<file path="src/rtl/fifo_to_axis_pkg.sv">
// Shared definitions for the FIFO-to-AXI-Stream drain stage and its neighbours
// (stream FIFO, DMA control block).
package fifo_to_axis_pkg;

  localparam int DATA_WIDTH_DEF = 32;
  localparam int LEN_WIDTH_DEF  = 16;

  localparam logic [1:0] ST_IDLE = 2'd0;
  localparam logic [1:0] ST_RUN  = 2'd1;
  localparam logic [1:0] ST_DONE = 2'd2;

  typedef enum logic [1:0] {
    IDLE = ST_IDLE,
    RUN  = ST_RUN,
    DONE = ST_DONE
  } state_t;

endpackage

</file>
<file path="src/rtl/fifo_to_axis_if.sv">
// AXI4-Stream bundle.
// Handshake: a beat transfers on a rising clk edge where tvalid && tready; once
// tvalid is high, tdata/tlast hold until that edge, and tvalid never depends on tready.
interface fifo_to_axis_if
  import fifo_to_axis_pkg::*;
#(
    parameter int DATA_WIDTH = DATA_WIDTH_DEF
);

    logic [DATA_WIDTH-1:0] tdata;
    logic                  tvalid;
    logic                  tready;
    logic                  tlast;

    modport master(output tdata, output tvalid, output tlast, input tready);
    modport slave(input tdata, input tvalid, input tlast, output tready);

endinterface

</file>
<file path="src/rtl/axis_skid_buf.sv">
// Two-entry register slice carrying {tlast, tdata}; entry 0 drives the stream
// outputs directly, so all master outputs come straight from flops.
module axis_skid_buf
  import fifo_to_axis_pkg::*;
#(
    parameter int DATA_WIDTH = DATA_WIDTH_DEF
) (
    input  logic                  clk,
    input  logic                  reset,
    input  logic                  in_valid,
    output logic                  in_ready,
    input  logic [DATA_WIDTH-1:0] in_data,
    input  logic                  in_last,
    fifo_to_axis_if.master        m_axis
);

    logic [DATA_WIDTH:0] ent0;
    logic [DATA_WIDTH:0] ent1;
    logic [1:0]          cnt;
    logic                hs;
    logic                push;
    logic [DATA_WIDTH:0] in_ent;

    assign hs       = (cnt != 2'd0) && m_axis.tready;
    // A full buffer still accepts when the head leaves in the same cycle.
    assign in_ready = (cnt != 2'd2) || hs;
    assign push     = in_valid && in_ready;
    assign in_ent   = {in_last, in_data};

    always_ff @(posedge clk) begin
        if (reset) begin
            ent0 <= '0;
            ent1 <= '0;
            cnt  <= 2'd0;
        end else begin
            case (cnt)
                2'd0: begin
                    if (push) begin
                        ent0 <= in_ent;
                        cnt  <= 2'd1;
                    end
                end
                2'd1: begin
                    if (push && hs) begin
                        ent0 <= in_ent;
                    end else if (push) begin
                        ent1 <= in_ent;
                        cnt  <= 2'd2;
                    end else if (hs) begin
                        cnt <= 2'd0;
                    end
                end
                default: begin
                    if (hs) begin
                        ent0 <= ent1;
                        if (push) ent1 <= in_ent;
                        else cnt <= 2'd1;
                    end
                end
            endcase
        end
    end

    assign m_axis.tvalid = (cnt != 2'd0);
    assign m_axis.tlast  = ent0[DATA_WIDTH];
    assign m_axis.tdata  = ent0[DATA_WIDTH-1:0];

endmodule

</file>
<file path="src/rtl/fifo_to_axis.sv">
// Drains a first-word-fall-through FIFO into an AXI4-Stream master, framing
// each transfer by a beat count and marking the final beat with tlast.
module fifo_to_axis
  import fifo_to_axis_pkg::*;
#(
    parameter int DATA_WIDTH = DATA_WIDTH_DEF,
    parameter int LEN_WIDTH  = LEN_WIDTH_DEF
) (
    input  logic                  clk,
    input  logic                  reset,
    input  logic                  start,
    input  logic [LEN_WIDTH-1:0]  xfer_len,
    output logic                  busy,
    output logic                  done,
    output logic                  fifo_rd_en,
    input  logic [DATA_WIDTH-1:0] fifo_dout,
    input  logic                  fifo_empty,
    fifo_to_axis_if.master        m_axis,
    output logic [1:0]            state_dbg
);

    state_t               state;
    logic [LEN_WIDTH-1:0] len;
    logic [LEN_WIDTH-1:0] fetch_cnt;
    logic [LEN_WIDTH-1:0] sent_cnt;
    logic                 sb_ready;
    logic                 hs;
    logic                 fetch_last;

    assign hs         = m_axis.tvalid && m_axis.tready;
    assign fetch_last = (fetch_cnt == len - LEN_WIDTH'(1));
    // fetch_cnt < len stops popping at the frame boundary; surplus words stay queued.
    assign fifo_rd_en = (state == RUN) && !fifo_empty && (fetch_cnt < len) && sb_ready;
    assign state_dbg  = state;

    always_ff @(posedge clk) begin
        if (reset) begin
            state     <= IDLE;
            busy      <= 1'b0;
            done      <= 1'b0;
            len       <= '0;
            fetch_cnt <= '0;
            sent_cnt  <= '0;
        end else begin
            case (state)
                IDLE: begin
                    done <= 1'b0;
                    if (start) begin
                        fetch_cnt <= '0;
                        sent_cnt  <= '0;
                        len       <= xfer_len;
                        if (xfer_len != '0) begin
                            state <= RUN;
                            busy  <= 1'b1;
                        end else begin
                            state <= DONE;
                            done  <= 1'b1;
                        end
                    end
                end
                RUN: begin
                    if (fifo_rd_en) fetch_cnt <= fetch_cnt + LEN_WIDTH'(1);
                    if (hs) begin
                        sent_cnt <= sent_cnt + LEN_WIDTH'(1);
                        if (sent_cnt == len - LEN_WIDTH'(1)) begin
                            state <= DONE;
                            busy  <= 1'b0;
                            done  <= 1'b1;
                        end
                    end
                end
                DONE: begin
                    done  <= 1'b0;
                    state <= IDLE;
                end
                default: begin
                    state <= IDLE;
                    busy  <= 1'b0;
                    done  <= 1'b0;
                end
            endcase
        end
    end

    axis_skid_buf #(
        .DATA_WIDTH(DATA_WIDTH)
    ) u_skid (
        .clk     (clk),
        .reset   (reset),
        .in_valid(fifo_rd_en),
        .in_ready(sb_ready),
        .in_data (fifo_dout),
        .in_last (fetch_last),
        .m_axis  (m_axis)
    );

endmodule

</file>
<file path="src/flat_wrapper.sv">
// flat-port wrapper written by rule: the top's interface ports become plain ports
module fifo_to_axis_flat import fifo_to_axis_pkg::*;
#(
    parameter int DATA_WIDTH = DATA_WIDTH_DEF,
    parameter int LEN_WIDTH  = LEN_WIDTH_DEF
)
  (clk, reset, start, xfer_len, busy, done, fifo_rd_en, fifo_dout, fifo_empty, state_dbg, m_axis_tdata, m_axis_tvalid, m_axis_tlast, m_axis_tready);
  fifo_to_axis_if #(.DATA_WIDTH(DATA_WIDTH)) m_axis_i ();
  input  logic clk;
  input  logic reset;
  input  logic start;
  input  logic [LEN_WIDTH-1:0] xfer_len;
  output logic busy;
  output logic done;
  output logic fifo_rd_en;
  input  logic [DATA_WIDTH-1:0] fifo_dout;
  input  logic fifo_empty;
  output logic [1:0] state_dbg;
  output wire logic [$bits(m_axis_i.tdata)-1:0] m_axis_tdata;
  output wire logic [$bits(m_axis_i.tvalid)-1:0] m_axis_tvalid;
  output wire logic [$bits(m_axis_i.tlast)-1:0] m_axis_tlast;
  input wire logic [$bits(m_axis_i.tready)-1:0] m_axis_tready;
  assign m_axis_tdata = m_axis_i.tdata;
  assign m_axis_tvalid = m_axis_i.tvalid;
  assign m_axis_tlast = m_axis_i.tlast;
  assign m_axis_i.tready = m_axis_tready;
  fifo_to_axis #(.DATA_WIDTH(DATA_WIDTH), .LEN_WIDTH(LEN_WIDTH)) u_core (.clk(clk), .reset(reset), .start(start), .xfer_len(xfer_len), .busy(busy), .done(done), .fifo_rd_en(fifo_rd_en), .fifo_dout(fifo_dout), .fifo_empty(fifo_empty), .m_axis(m_axis_i), .state_dbg(state_dbg));
endmodule
</file>
<file path="config.mk">
export PLATFORM = sky130hd
export DESIGN_NAME = fifo_to_axis_flat
export DESIGN_NICKNAME = d
export VERILOG_FILES = /design/src/rtl/fifo_to_axis_pkg.sv /design/src/rtl/fifo_to_axis_if.sv /design/src/rtl/axis_skid_buf.sv /design/src/rtl/fifo_to_axis.sv /design/src/flat_wrapper.sv
export SDC_FILE = /design/constraint.sdc
export NUM_CORES = 1
export LEC_CHECK = 0
export CORE_MARGIN = 4
export CORE_UTILIZATION = 51
export CTS_CLUSTER_DIAMETER = 50
export DETAILED_ROUTE_END_ITERATION = 8
export GPL_TIMING_DRIVEN = 0
export HOLD_SLACK_MARGIN = 0.06
export PLACE_DENSITY_LB_ADDON = 0.15
export SYNTH_ARGS = -nofsm -noshare
export SYNTH_HDL_FRONTEND = slang
export SYNTH_HIERARCHICAL = 1
export SYNTH_SLANG_ARGS = --single-unit
</file>
<file path="constraint.sdc">
create_clock -name clk -period 3.1 [get_ports clk]
set_clock_uncertainty 0.15 [all_clocks]
set_input_delay 0.62 -clock clk [delete_from_list [all_inputs] [get_ports clk]]
set_output_delay 0.62 -clock clk [all_outputs]
set_load 0.005 [all_outputs]
</file>
# After elaboration in Yosys (flattened, before gate mapping)
# Index checks and enable logic that the tools add are counted.
# word_totals
regBits,120
word_cells,90
# classes
addsub,3
magnitude_cmp,1
eq_ne,16
mux,35
bitwise_logic,2
n_reduce_logical,24
# op_table
cell,n
33-bit 2-to-1 mux,6
33-bit one-hot mux with 2 select lines,2
16-bit one-hot mux with 2 select lines,2
16-bit 2-to-1 mux,3
"16-bit by 1-bit adder with 16-bit output, second input constant",2
16-bit equality test,2
2-bit 2-to-1 mux,10
16-bit less-than comparator,1
"2-bit inequality test, second input constant",8
16-bit nonzero test,1
"16-bit by 1-bit subtractor with 16-bit output, second input constant",1
3-bit AND reduction,5
5-bit AND reduction,2
1-bit 2-to-1 mux,8
2-bit one-hot mux with 2 select lines,2
1-bit logical AND,6
2-bit nonzero test,3
"2-bit by 1-bit equality test with 1-bit output, second input constant",2
2-bit logical NOT,2
2-bit AND reduction,2
"3-bit by 1-bit inequality test with 1-bit output, second input constant",1
"3-bit inequality test, second input constant",1
1-bit one-hot mux with 3 select lines,1
3-bit nonzero test,1
6 further kinds,7

# Longest topological paths before layout
# logic_depth
word_depth,8
mapped_depth,15
depth_no_buf,11

# Cells and area by module
# Netlist, hierarchy kept.
# by_module_without_submodules
module,n_inst,cells_per_inst,area_per_inst_um2,seq_area_each_um2
fifo_to_axis,1,509,3935.0,1041.0
axis_skid_buf,1,312,3260.6,1361.3

# Worst setup path after synthesis
# OpenSTA, ideal clock, no wires.
# synth_timing
kind,register to register
from,reg u_core.len[11]
to,reg u_core.u_skid.ent0[10]
setup_time_ps,146
t_arrival_ps,2881
t_required_ps,2804
path_slack_ps,-78
path_stages_with_launch,16
path_buffers,4
synth_period_minus_slack_ps,3178
cell_sequence,dfxtp_1 clkbuf_1 inv_1 ha_1 a21oi_1 o21ai_0 or3_1 nor3_4 nor2_4 inv_1 or2_1 buf_2 and2_1 buf_2 buf_6 a211oi_2
# synth_via
elab_chain_cells,7
# synth_lines
element,line_no,rtl
start: declaration,fifo_to_axis.sv:23,logic [LEN_WIDTH-1:0] len;
start signal: assignment,fifo_to_axis.sv:51,len <= xfer_len;
16-bit less-than comparator (*),fifo_to_axis.sv:33,assign fifo_rd_en = (state == RUN) && !fifo_empty && (fetch_cnt < len) && sb_ready;
1-bit logical AND (*) (2 in a row),fifo_to_axis.sv:33,
via fifo_rd_en,flat_wrapper.sv:15,output logic fifo_rd_en;
1-bit logical AND (*),axis_skid_buf.sv:27,assign push = in_valid && in_ready;
1-bit logical AND,axis_skid_buf.sv:44,if (push && hs) begin
2-bit inequality test (no source line),--,
3-bit AND reduction (no source line) (*),--,
end signal: assignment,axis_skid_buf.sv:39,ent0 <= in_ent;
end signal: assignment,axis_skid_buf.sv:45,ent0 <= in_ent;
end signal: assignment,axis_skid_buf.sv:55,ent0 <= ent1;
end: declaration,axis_skid_buf.sv:17,logic [DATA_WIDTH:0] ent0;
# The timed path passes the listed nets; every way through them passes the cells marked *.
# A chain may end at the register's enable or synchronous reset.

# Final worst setup path
# layout_timing
from,reg u_core.len[14]
to,out fifo_rd_en
# layout_via
elab_chain_cells,3
# layout_lines
element,line_no
16-bit less-than comparator,fifo_to_axis.sv:33
1-bit logical AND (2 in a row),fifo_to_axis.sv:33
end: declaration,flat_wrapper.sv:15
# Every way passes these cells.

==> results <==
sequential cells by signal (all words and copies together) (netlist names):
name,count
u_core/len,16
u_core/state_dbg,2
u_core/u_skid/ent1,33
u_core/u_skid/ent0,33
u_core/u_skid/cnt,2
u_core/sent_cnt,16
u_core/busy,1
u_core/done,1
u_core/fetch_cnt,16
kinds of logic (layout without fill, tap and decap cells):
| kind of cell | after synthesis | count (layout) | share of synthesized area |
|---|---|---|---|
| adders and majority gates | 19 | 19 | 0.0330 |
| AOI/OAI and AO/OA | 172 | 172 | 0.172 |
| muxes | 70 | 70 | 0.0975 |
| buffers and inverters | 83 | 242 | 0.0537 |
| and+or+nand+nor | 305 | 305 | 0.245 |
| DFF | 120 | 120 | 0.334 |
| xor gates and xnor gates | 52 | 52 | 0.0652 |
final timing paths:
check                           slack (ps)  depth (start not counted)                            endpoint
worst max-delay path                     9                          9                          fifo_rd_en
worst min-delay path                   320                          2  u_core/u_skid/ent1[4]$_SDFFE_PP0P_
worst max register to register          70                         11            u_core/done$_SDFFE_PP0P_
worst min register to register         320                          2  u_core/u_skid/ent1[4]$_SDFFE_PP0P_
metrics by stage:
stage               utilization  TNS (ps)  instances  hold WS (ps)  area, sq um
CTS                       0.674         0       1140           326         9320
floorplan                     -         0        821           298         7200
global placement          0.602    -53220       1091           307         8320
finish                    0.703         0       1160           323         9720
detailed placement        0.602    -58180       1091           318         8320
global route              0.703      -364       1160           349         9720
cells in the final DEF (no fill, tap or decap), types with 21 or more instances in the layout:
master,count
dfxtp_1,106
clkdlybuf4s50_1,88
a21oi_1,73
nand2b_1,73
mux2i_1,69
nand2_1,57
nor2_1,44
buf_4,35
a211oi_2,31
xnor2_1,27
clkbuf_1,25
o21ai_0,24
xor2_1,23
nand3_1,21
timing repair:
| item | in CTS | in global routing |
|---|---|---|
| pin swaps | 19 | 17 |
| gates resized for setup | 61 | 59 |
| cloned | 1 | 1 |
| endpoints found under the setup margin | 83 | 72 |
| setup buffers | 18 | 19 |
| hold buffers | 0 | 0 |
worst reg2reg max path: cells and delay by family, from the launching register on:
family,cells,cell delay (ps)
AO/OA/AOI/OAI,2,550
adder cells (fa/ha/maj),1,140
buffers and inverters,3,500
flip-flops,1,320
AND/OR/NAND/NOR,5,1260
power groups by stage:
stage	logic [mW]	registers, mW	clock network, mW
3_5_place_dp	0.902	1.69	0
4_1_cts	0.996	1.66	2.10
6_report	1.08	1.66	2.08
2_1_floorplan	0.559	1.69	0
3_3_place_gp	0.882	1.69	0
5_1_grt	1.16	1.67	2.17
routing by layer:
layer	wire [um]	vias to the layer above	GRT usage	part of all wire
met5	0	-	0	0
met4	425	0	0.0883	0.019
met3	1780	41	0.0728	0.078
met2	10700	305	0.434	0.47
met1	9970	3306	0.366	0.44
li1	-	3236	-	-
layout make-up:
class | count | share of cell area
flip-flops and latches | 120 | 0.250
clock inverters | 10 | 0.0144
plain buffers | 55 | 0.0457
clock buffers | 22 | 0.0498
inverters | 26 | 0.0116
well taps | 180 | 0.0232
multi-input cells | 618 | 0.476
repair buffers | 129 | 0.129
==> results.yml <==
sta:
  period_share: 0.997
  layout_setup_ws_ps: 9.31
  fin_crit_ps: 3090
  finalSetupViolations: 0
  fmax_mhz: 324
  slew_viol_final: 0
  worstMarginPinSlew_ps: 779
  rsz0062_at_grt: "yes"
  slew_headroom: 0.480
  hold_viol_final: 0
synth:
  yosysMostFrequentCell: "dfxtp_1"
  ys_seq_area_frac: 0.334
  syn_inst: 821
  ys_top_cells_by_count: "dfxtp_1 (120), a21oi_1 (75), nand2b_1 (73)"
  synth_area_leaders: "dfxtp_1 (33%), mux2i_1 (9.6%), nand2b_1 (6.3%), a211oi_2 (5.2%), a21oi_1 (5.2%)"
  synth_cell_types: 70
  synth_flop_cell: "dfxtp_1"
  netlist_area_sq_um: 7200
  avgSynthCellArea_sq_um: 8.76
  synth_edf_count: 0
  ys_async_sr_fraction: 0
  yosys_warnings: 6
  synth_seq_cells: 120
  synth_top_area_share: 0.334
  yosys.area.top_type: "dfxtp_1"
  synth_nets: 893
route:
  first_pass_iters: 5
  vias: 6888
  routed_wl_mm: 22.9
  drt_iter0_markers: 604
  drtAntennaViolNets: 0
  route.detailed.drc: 0
  wl_per_cell_um: 19.7
  routed_via_density: 5.94
critical_path:
  slowest_stage: "or3_4"
  cp_num_buf_inv: 3
  crit_path_max_fanout: 2
  critPathLaunchType: "flop"
  crit_type: "reg2out"
  path_cells: "clkinvlp_4 > ha_4 > a21oi_2 > o2111ai_2 > or3_4 > nor3_4 > nor2_4 > inv_4 > buf_6"
  path_delay_family: "simple AND/OR/NAND/NOR gates"
  worstPathRequired_ps: 2330
  critPathArrivalTime_ps: 2320
  startpoint: "u_core/len[14]$_SDFFE_PP0P_"
  crit-reg2reg-launch: "u_core/len[0]$_SDFFE_PP0P_"
  slowest_delay_ps: 410
  crit_path_end_kind: "output port"
floorplanning:
  rows: 43
  pin_count: 92
  die-area_sq_um: 16100
  core_area_sq_um: 13800
  die_x_um: 127
  die_h_um: 127
  initial_core_util: 0.520
layout:
  drive_above_1_share: 0.205
  ff_latch_area_sq_um: 2430
  antenna_cells: 0
  fillCellCount: 1085
  nNetsFinal: 1039
  multi_input_area_sq_um: 4630
  area_delta_synth_final_pct: 35.1
power_and_ir_drop:
  p_clk_frac: 0.431
  ir_worst_vdd_mv: 0.473
  power.density_nw_per_um2: 497
  power_switching_mw: 1.33
  switching_share: 0.275
  power_frac_seq: 0.345
  p_comb_frac: 0.224
  p_int_mw: 3.50
  power.total_mw: 4.83
  p_leak_nw: 3.38
global_routing:
  grt_antenna_before_repair: 0
  track_usage: 0.275
  grt_pass1_wl_mm: 35.3
  grt_max_degree: 17
  grt_pass1_vias: 6820
  grt_overflow: 0
clock_tree:
  clk_latency_ps: 420
  clock-root-buffer: "clkbuf_16"
  numClockSinks: 120
  cts_tree: "done"
  cts-buffers-inserted: 17
  clkTransAtPathRegs_ps: 60
  cts_buffer_depth: 2
  htreeDepth: 4
place:
  io_buffers: 90
  routabilityCongestion: 0.977
  place_ws_ps: -939
  dp_hpwl_mm: 16.0
status:
  outcome: "completed"
flow_run:
  maxCapViolations: 0
worst_hold_path:
  hold_start: "u_core/u_skid/ent1[4]$_SDFFE_PP0P_"
  hp-class: "reg2reg"
No activity file was read; power rests on OpenSTA's default activity.
